`src/rtl/lane_pkg.sv`:
```
// lane_pkg: shared constants, state type and LFSR helper for the lane blocks.
`timescale 1ns/1ps
package lane_pkg;

    localparam int          LANE_WIDTH = 16;
    localparam logic [15:0] LFSR_TAPS  = 16'hB400;

    typedef enum logic {
        ACTIVE = 1'b0,
        DEAD   = 1'b1
    } lane_state_t;

    // One right-shifting Galois step: feedback bit 0 is XORed into the tap positions.
    function automatic logic [15:0] lfsr_next(input logic [15:0] cur);
        return {1'b0, cur[15:1]} ^ (cur[0] ? LFSR_TAPS : 16'h0000);
    endfunction

endpackage

```
`src/rtl/lane_spawn_lfsr.sv`:
```
// lane_spawn_lfsr: tick counter, car-step pulse, traffic LFSR and spawn decision.
// Ports:
//   clk, reset (async active-low)
//   enable      game running
//   speed[7:0]  cycles per car step, 0 freezes
//   run         lane is ACTIVE
//   gl[1:0]     two lowest car cells, used for the gap rule
//   step        combinational pulse in the cycle the cars advance
//   spawn       a new car enters cell 0 on this step
`timescale 1ns/1ps
module lane_spawn_lfsr
    import lane_pkg::*;
#(
    parameter logic [15:0] SEED = 16'hACE1
) (
    input  logic       clk,
    input  logic       reset,
    input  logic       enable,
    input  logic [7:0] speed,
    input  logic       run,
    input  logic [1:0] gl,
    output logic       step,
    output logic       spawn
);

    // An all-zero LFSR would lock up, so a zero seed is replaced.
    localparam logic [15:0] SEED_EFF = (SEED == 16'h0000) ? 16'h0001 : SEED;

    logic [7:0]  cnt_r;
    logic [15:0] lfsr_r;
    logic        count_en_s;
    logic        step_s;

    // Step when the count reaches speed-1; >= tolerates speed dropping mid-count.
    always_comb begin
        count_en_s = enable & (speed != 8'd0) & run;
        step_s     = reset & count_en_s & (cnt_r >= (speed - 8'd1));
    end

    assign step  = step_s;
    // Require two empty cells behind the last car so the lane stays crossable.
    assign spawn = (lfsr_r[1:0] == 2'b00) & ~gl[0] & ~gl[1];

    // Tick counter.
    always_ff @(posedge clk or negedge reset) begin
        if (!reset) begin
            cnt_r <= 8'd0;
        end else if (step_s) begin
            cnt_r <= 8'd0;
        end else if (count_en_s) begin
            cnt_r <= cnt_r + 8'd1;
        end else begin
            cnt_r <= cnt_r;
        end
    end

    // Traffic LFSR advances once per car step.
    always_ff @(posedge clk or negedge reset) begin
        if (!reset) begin
            lfsr_r <= SEED_EFF;
        end else if (step_s) begin
            lfsr_r <= lfsr_next(lfsr_r);
        end else begin
            lfsr_r <= lfsr_r;
        end
    end

endmodule

```
`src/rtl/lane_left.sv`:
```
// lane_left: leftward (toward MSB) traffic lane with player tracking and collision.
// Ports:
//   clk, reset (async active-low)
//   enable                 game running
//   up, down, left, right  one-cycle move pulses
//   fabove, fbelow         player position in neighbouring lanes (one-hot or 0)
//   speed[7:0]             cycles per car step, 0 freezes cars
//   rl                     player position in this lane (one-hot or 0)
//   gl                     car lights
//   step                   combinational pulse in the cycle the cars advance
//   lose                   sticky collision flag
`timescale 1ns/1ps
module lane_left
    import lane_pkg::*;
#(
    parameter int          WIDTH = LANE_WIDTH,
    parameter logic [15:0] SEED  = 16'hACE1
) (
    input  logic             clk,
    input  logic             reset,
    input  logic             enable,
    input  logic             up,
    input  logic             down,
    input  logic             left,
    input  logic             right,
    input  logic [WIDTH-1:0] fabove,
    input  logic [WIDTH-1:0] fbelow,
    input  logic [7:0]       speed,
    output logic [WIDTH-1:0] rl,
    output logic [WIDTH-1:0] gl,
    output logic             step,
    output logic             lose
);

    lane_state_t      state_r, state_n;
    logic [WIDTH-1:0] rl_r, rl_n;
    logic [WIDTH-1:0] gl_r, gl_n;
    logic             lose_r, lose_n;
    logic             step_s, spawn_s, run_s, hit_s;

    assign run_s = (state_r == ACTIVE);

    lane_spawn_lfsr #(.SEED(SEED)) u_spawn (
        .clk    (clk),
        .reset  (reset),
        .enable (enable),
        .speed  (speed),
        .run    (run_s),
        .gl     (gl_r[1:0]),
        .step   (step_s),
        .spawn  (spawn_s)
    );

    // Next-state: car shift, collision, and prioritised player moves.
    always_comb begin
        state_n = state_r;
        rl_n    = rl_r;
        gl_n    = gl_r;
        lose_n  = lose_r;
        hit_s   = |(rl_r & gl_r);
        case (state_r)
            ACTIVE: begin
                // Cars and player both commit in the same cycle; an overlap
                // they create is seen on the registered values next cycle.
                if (step_s) begin
                    gl_n = {gl_r[WIDTH-2:0], spawn_s};
                end else begin
                    gl_n = gl_r;
                end
                // Collision is checked even while paused.
                if (hit_s) begin
                    state_n = DEAD;
                    lose_n  = 1'b1;
                end else if (enable) begin
                    if ((left & right) | (left & rl_r[WIDTH-1]) | (right & rl_r[0])) begin
                        rl_n = rl_r;
                    end else if (left) begin
                        rl_n = {rl_r[WIDTH-2:0], 1'b0};
                    end else if (right) begin
                        rl_n = {1'b0, rl_r[WIDTH-1:1]};
                    end else if (up & (fbelow != '0)) begin
                        rl_n = fbelow;
                    end else if (down & (fabove != '0)) begin
                        rl_n = fabove;
                    end else if ((up | down) & (rl_r != '0)) begin
                        rl_n = '0;
                    end else begin
                        rl_n = rl_r;
                    end
                end else begin
                    rl_n = rl_r;
                end
            end
            DEAD: begin
                state_n = DEAD;
                lose_n  = 1'b1;
            end
            default: begin
                state_n = DEAD;
                lose_n  = 1'b1;
            end
        endcase
    end

    // Lane state registers.
    always_ff @(posedge clk or negedge reset) begin
        if (!reset) begin
            state_r <= ACTIVE;
            rl_r    <= '0;
            gl_r    <= '0;
            lose_r  <= 1'b0;
        end else begin
            state_r <= state_n;
            rl_r    <= rl_n;
            gl_r    <= gl_n;
            lose_r  <= lose_n;
        end
    end

    assign rl   = rl_r;
    assign gl   = gl_r;
    assign lose = lose_r;
    assign step = step_s;

endmodule
```
`config.mk`:
```
export PLATFORM = sky130hd
export DESIGN_NAME = lane_left
export DESIGN_NICKNAME = d
export VERILOG_FILES = /design/src/rtl/lane_pkg.sv /design/src/rtl/lane_spawn_lfsr.sv /design/src/rtl/lane_left.sv
export SDC_FILE = /design/constraint.sdc
export NUM_CORES = 1
export LEC_CHECK = 0
export ABC_AREA = 1
export CAP_MARGIN = 20
export CORE_UTILIZATION = 30
export DETAILED_ROUTE_END_ITERATION = 16
export GPL_TIMING_DRIVEN = 0
export HOLD_SLACK_MARGIN = 0.12
export SYNTH_ARGS = -nofsm -noshare
export SYNTH_HDL_FRONTEND = slang
export SYNTH_SLANG_ARGS = --single-unit
```
`constraint.sdc`:
```
create_clock -name clk -period 3.9 [get_ports clk]
set_input_delay 0.975 -clock clk [delete_from_list [all_inputs] [get_ports clk]]
set_output_delay 0.975 -clock clk [all_outputs]
set_load 0.01 [all_outputs]
```
==> flow_summary.ini <==
[cells_and_area]
synthToLayoutAreaGrowth_pct = 37.95
utilization_pct = 43.12
fillCellCount = 1263
fin_cells = 831
fin_nets = 716
diodes = 0
drive_gt1_share_pct = 13.42

[clock_tree]
cts.sinks = 58
cts_tree = yes
path_clk_slew_ns = 0.05
htree_num_levels = 3
cts-root-buf = clkbuf_16
cts_buffers = 9
clk_latency_ns = 0.33
clockBufferDepth = 2
holdBufCountCts = 0

[critical_path]
cp_top_family = buffers and inverters
worstPathArrival_ns = 2.82
crit_path_max_incr_delay_ns = 0.34
required_ns = 2.92
startpoint_type = input port
worstPathMaxFanout = 3
path_buf_inv = 5
worstSetupPathDepth = 13
end_kind = output pin
ff2ff_path_depth = 9
slowest_stage = ha_1
crit_type = input port to output pin
crit_top_cell = buf_6
crit_chain = clkdlybuf4s15_1 -> nor2_2 -> nand4_1 -> buf_4 -> xor2_1 -> ha_1 -> a21oi_2 -> o21a_1 -> nand3_2 -> nand2_2 -> inv_2 -> buf_6 -> buf_6

[global_routing]
grt.total_usage_pct = 17.02
antenna_found_initial = 0
grt-ovfl-total = 0
grt_pass1_wl_mm = 17.65
grt_pass1_vias = 3670
grt_max_degree = 36

[synth]
synth_top_cell_by_area = dfrtp_1
synth_compound_area_share_pct = 7.571
synth.area.top_cells = dfrtp_1 33%, nand2_1 20%, nand3_1 7.1%
synth_area_per_cell_um2 = 6.764
synth-adder-area-share_pct = 3.621
yosysWarnings = 0
ys_seq_area_share_pct = 38.45
synthXorXnorAreaFrac_pct = 2.995
synthesis.area_um2 = 3801
synth_mux_area_share_pct = 0
synth_seq_cells = 58
yosys.area_share.simple_pct = 37.13
netlist.area_leader.share_pct = 32.92
synth_cell_type_count = 30
synth_top_family_by_area = simple AND/OR/NAND/NOR gates
syn_nets = 620
synth_cells = 562

[detailed_routing]
wire_per_inst_um = 12.93
firstDrtPassIters = 5
routed_wl_mm = 10.75
ant_nets = 0
drcViolationCount = 0
vias = 3759
route.detailed.vias_per_inst = 4.523
dr.first_iter.drc_count = 229

[timing]
clock.fmax_ghz = 0.2635
rsz0062_at_grt = no
post-route-min-period_ns = 3.795
slew_headroom_pct = 59.77
skew_ns = 0.01041
finalSetupTns_ns = 0
slew_violations = 0
finalCritPeriodShare_pct = 97.30
setup_slack_ns = 0.1053
tightestPinTransition_ns = 0.6034
holdWs_ns = 0.4697
hold_violations = 0
finalSetupViolations = 0

[min_path]
holdCritPathClass = flop to flop
min_path_cells = 2

[floorplanning]
fp.dieH_um = 114.6
die_area_um2 = 13130
dieWidth_um = 114.6
core-area_um2 = 12160
initial_core_util_pct = 31.26
ios = 81
std_cell_rows = 40

[place]
dp.cells = 808
dp_hpwl_mm = 8.069
place.gp.congestion = 0.8478
pre_cts_slack_ns = -0.8511
port_buffers = 77

[power]
power_leakage_nw = 2.627
ir_worst_vdd_uv = 206.0
power_density_nw_per_um2 = 461.9

[job]
drv_cap = 0

[run_status]
run_status = completed
==> report_power, final <==
part / switching, mW / internal, mW / leakage [nW] / total, mW
Clock: 0.275 / 0.630 / 0.172 / 0.904
Combinational: 0.321 / 0.332 / 1.74 / 0.653
Sequential: 0.158 / 0.707 / 0.719 / 0.864
==> path summary, 6_finish.rpt <==
check	slack [ns]	to	startpoint
min in group asynchronous	0.66	u_spawn.cnt_r[3]$_DFFE_PN0P_	reset
max	0.11	step	speed[1]
min reg2reg	0.47	u_spawn.lfsr_r[11]$_DFFE_PN1P_	u_spawn.lfsr_r[12]$_DFFE_PN0P_
min	0.47	u_spawn.lfsr_r[11]$_DFFE_PN1P_	u_spawn.lfsr_r[12]$_DFFE_PN0P_
max in group asynchronous	2.58	u_spawn.lfsr_r[13]$_DFFE_PN1P_	reset
max reg2reg	2.04	rl[5]$_DFFE_PN0P_	rl[1]$_DFFE_PN0P_
==> synth_stat cells, drive strengths merged <==
| library cell | n |
|---|---|
| inv | 68 |
| a21oi | 19 |
| clkinv | 1 |
| dfrtp | 50 |
| nand2 | 208 |
| a31oi | 2 |
| buf | 15 |
| o21a | 1 |
| dfstp | 8 |
| ha | 11 |
| nor3 | 5 |
| o21ai | 30 |
| xnor2 | 7 |
| nand4 | 8 |
| xor2 | 6 |
| clkbuf | 8 |
| nor2 | 47 |
| a21boi | 1 |
| or2 | 13 |
| nand3 | 54 |
==> flip-flops by register name, indices dropped and copies added, names as in the netlist <==
register / flops
gl: 16
lose: 1
rl: 16
state_r: 1
u_spawn.cnt_r: 8
u_spawn.lfsr_r: 16
==> layer usage <==
metal | track usage, % | up-vias | part of all wire (%)
met5 | 0 | - | 0
met4 | 4.156 | 0 | 0.85
met3 | 3.759 | 9 | 4.5
met2 | 28.40 | 80 | 46
met1 | 22.34 | 1730 | 48
li1 | - | 1940 | -
==> repair_timing <==
action / 4_1_cts / 5_1_grt
resized for setup: 21 / 10
hold endpoints to repair: 0 / 0
setup endpoints to repair: 1 / 1
pin swaps: 10 / 13
buffers inserted: 6 / 1
==> kinds of logic after synthesis <==
kind of cell | after synthesis
flip-flops | 58
buffers and inverters | 92
XOR/XNOR | 13
AND/OR/NAND/NOR | 335
adder cells (fa/ha/maj) | 11
AO/OA/AOI/OAI | 53
==> placed cells by master (no fill, tap or decap), types with 7 or more instances in the layout <==
master	netlist	layout
nand2_1	203	201
clkdlybuf4s50_1	0	69
inv_1	65	61
nand3_1	54	53
dfrtp_1	50	50
nor2_1	45	43
o21ai_0	28	28
a21oi_1	18	16
or2_2	13	13
buf_2	9	10
ha_1	11	10
clkbuf_16	0	9
nand4_1	8	8
buf_4	2	8
clkbuf_1	8	8
dfstp_2	8	8
xnor2_1	7	7
nand2_2	5	7
==> per-stage QoR <==
step / area [um^2] / power, mW
2_1_floorplan: 3801 / 1.181
3_3_place_gp: 4782 / 1.492
3_5_place_dp: 4797 / 1.515
4_1_cts: 5215 / 2.434
5_1_grt: 5244 / 2.562
6_report: 5244 / 2.422
==> worst reg2reg max path, stage by stage (launching register included) <==
cell	delay (ns)
dfrtp_1	0.46
nand2_1	0.11
nand3_1	0.10
nor3_2	0.26
nand3_1	0.17
a21oi_4	0.29
inv_4	0.09
buf_6	0.15
nand2_1	0.06
nand2_1	0.06
==> final cells by class <==
type	instances	area (um^2)	area share, %
buffer	23	131.4	2.505
clock buffer	13	280.3	5.345
sequential	58	1461	27.87
multi-input combinational	412	1996	38.06
inverter	69	261.5	4.987
tap	168	210.2	4.009
clock inverter	3	68.82	1.312
timing repair buffer	85	834.6	15.92
(Power assumes the default switching activity.)
==> edit: new RTL, same flow settings <==
Set the package constant `LANE_WIDTH` to 20 (it was 16).
--- a/src/rtl/lane_pkg.sv
+++ b/src/rtl/lane_pkg.sv
@@ -4,3 +4,3 @@
 
-    localparam int          LANE_WIDTH = 16;
+    localparam int          LANE_WIDTH = 20;
     localparam logic [15:0] LFSR_TAPS  = 16'hB400;
Ports: changed (resized fabove, fbelow, gl and rl); port bits go from 81 to 97. No check against the original RTL was run, so the function may have changed too.
==> edit against the original RTL <==
  * Cell area grew 9.4%
  * Sequential cell count grew 8
  * Synthesized area grew 9.1%
  * Global-route usage grew 1.1 points
  * Fmax grew 1.0%
  * Power shrank 7.0%
  * Wire length grew 18%
  * Setup slack gained 38 ps
  * Sequential power grew 5.1%
  * Clock skew shrank 1.8 ps
==> edit: results (changes against the original RTL) <==
outcome=complete, no violations (unchanged); global-route wire length before repair=20500 um (was 17700 um); via count=4200 (was 3759); GPL Wtd Cong=0.849 (was 0.848); Ant. Diodes=0 (unchanged); Worst Skew=8.64 ps (was 10.4 ps); gr usage total=18.2% (was 17.0%); slowest stage delay, CP=280 ps (was 340 ps); Final nets=768 (was 716); DPL Wire Length=9440 um (was 8070 um); vias in the first global route=4105 (was 3670); Arrival @ worst endpoint=2780 ps (was 2820 ps); Synth cell types=33 (was 30); peak supply drop=0.253 mV (was 0.206 mV); family with the most delay on the worst path=simple AND/OR/NAND/NOR gates (was buffers and inverters); sequential share of the synthesized area=40.1% (was 38.4%); Placed Cells=857 (was 808); Post-synth top cells=181 x nand2_1, 94 x nor2_1, 58 x dfrtp_1 (was 203 x nand2_1, 65 x inv_1, 54 x nand3_1); relative slew slack=44.8% (was 59.8%); Ys Warns=0 (unchanged); ratio of cells with drive above 1 in the final layout=13.0% (was 13.4%); Clock transition at path regs=50 ps (about the same); Post-Syn Nets=653 (was 620); fin cells=883 (was 831); Place WS=-1020 ps (was -851 ps); syn_area_per_cell=7.06 um2 (was 6.76 um2); worst-path fanout max=3 (unchanged); DR iter-0 viols=251 (was 229); WL final=12600 um (was 10700 um); Root Driver=clkbuf_16 (unchanged); leak pwr=2.76 nW (was 2.63 nW); placed cell area=5310 um2 (was 4800 um2); Hold Crit Class=flop to flop (unchanged); max-cap violations=0 (unchanged); largest net degree at the start of global routing=68 (was 36); port bufs=94 (was 77); Synth area leaders=dfrtp_1 35%, nand2_1 16%, nor2_1 8.5% (was dfrtp_1 33%, nand2_1 20%, nand3_1 7.1%)
edit: changes by cell type in the layout (fill, tap and decap cells not counted), moves of 7 or more:
cell             unedited run  this run
nor2_1                     43        91
nand2_1                   201       180
clkdlybuf4s50_1            69        86
inv_1                      61        48
a22oi_1                     0        12
nand3_1                    53        41
buf_4                       8        17
dfrtp_1                    50        58
nand3b_1                    0         7
o21ai_1                     2         9
edit: final timing paths:
path / from / to / slack [ps] / cells after the start
max in group asynchronous: reset / rl[16] / 2610 / 1
setup / recovery: speed[4] / step / 140 / 13
hold reg to reg: u_spawn.lfsr_r[11] / u_spawn.lfsr_r[11] / 480 / 2
min in group asynchronous: reset / u_spawn.lfsr_r[14] / 750 / 1
setup reg to reg: u_spawn.cnt_r[1] / u_spawn.lfsr_r[12] / 1830 / 13
hold / removal: u_spawn.lfsr_r[11] / u_spawn.lfsr_r[11] / 480 / 2
edit: worst min-delay path: stages, from the launching register on:
cell and delay (ps):
dfstp_2 370, nand2_1 60, nand2_1 50
edit: logic make-up after synthesis:
kind of cell / synth area share, %
AOI/OAI and AO/OA: 8.93
xor gates and xnor gates: 2.75
adders and majority gates: 3.32
buffers and inverters: 8.51
DFF: 40.1
and+or+nand+nor: 36.4
edit: what timing repair did:
| item | CTS | global route |
|---|---|---|
| gates resized for setup | 28 | 7 |
| pin swaps | 14 | 12 |
| setup endpoints to repair | 1 | 1 |
| hold buffers | 0 | 0 |
| setup buffers | 7 | 4 |
edit: where the power goes:
| part | total, mW | internal [mW] | switching [mW] |
|---|---|---|---|
| Combinational | 0.554 | 0.286 | 0.268 |
| Clock | 0.789 | 0.493 | 0.297 |
| Sequential | 0.908 | 0.767 | 0.141 |
edit: final cells by class:
class                   instances  area, um2
repair buffers                105       1010
multi-input cells             445       2200
plain buffers                  22        144
well taps                     176        220
flip-flops and latches         66       1660
clock buffers                   9        225
inverters                      53        206
fillers                      1348       7610
clock inverters                 7       68.8
edit: routing by layer:
metal	wire, um	GRT usage (%)	vias up
met5	0	0	-
met4	90	3.36	0
met3	629	3.75	9
met2	6090	30.2	113
met1	5830	24.5	1983
li1	-	-	2095
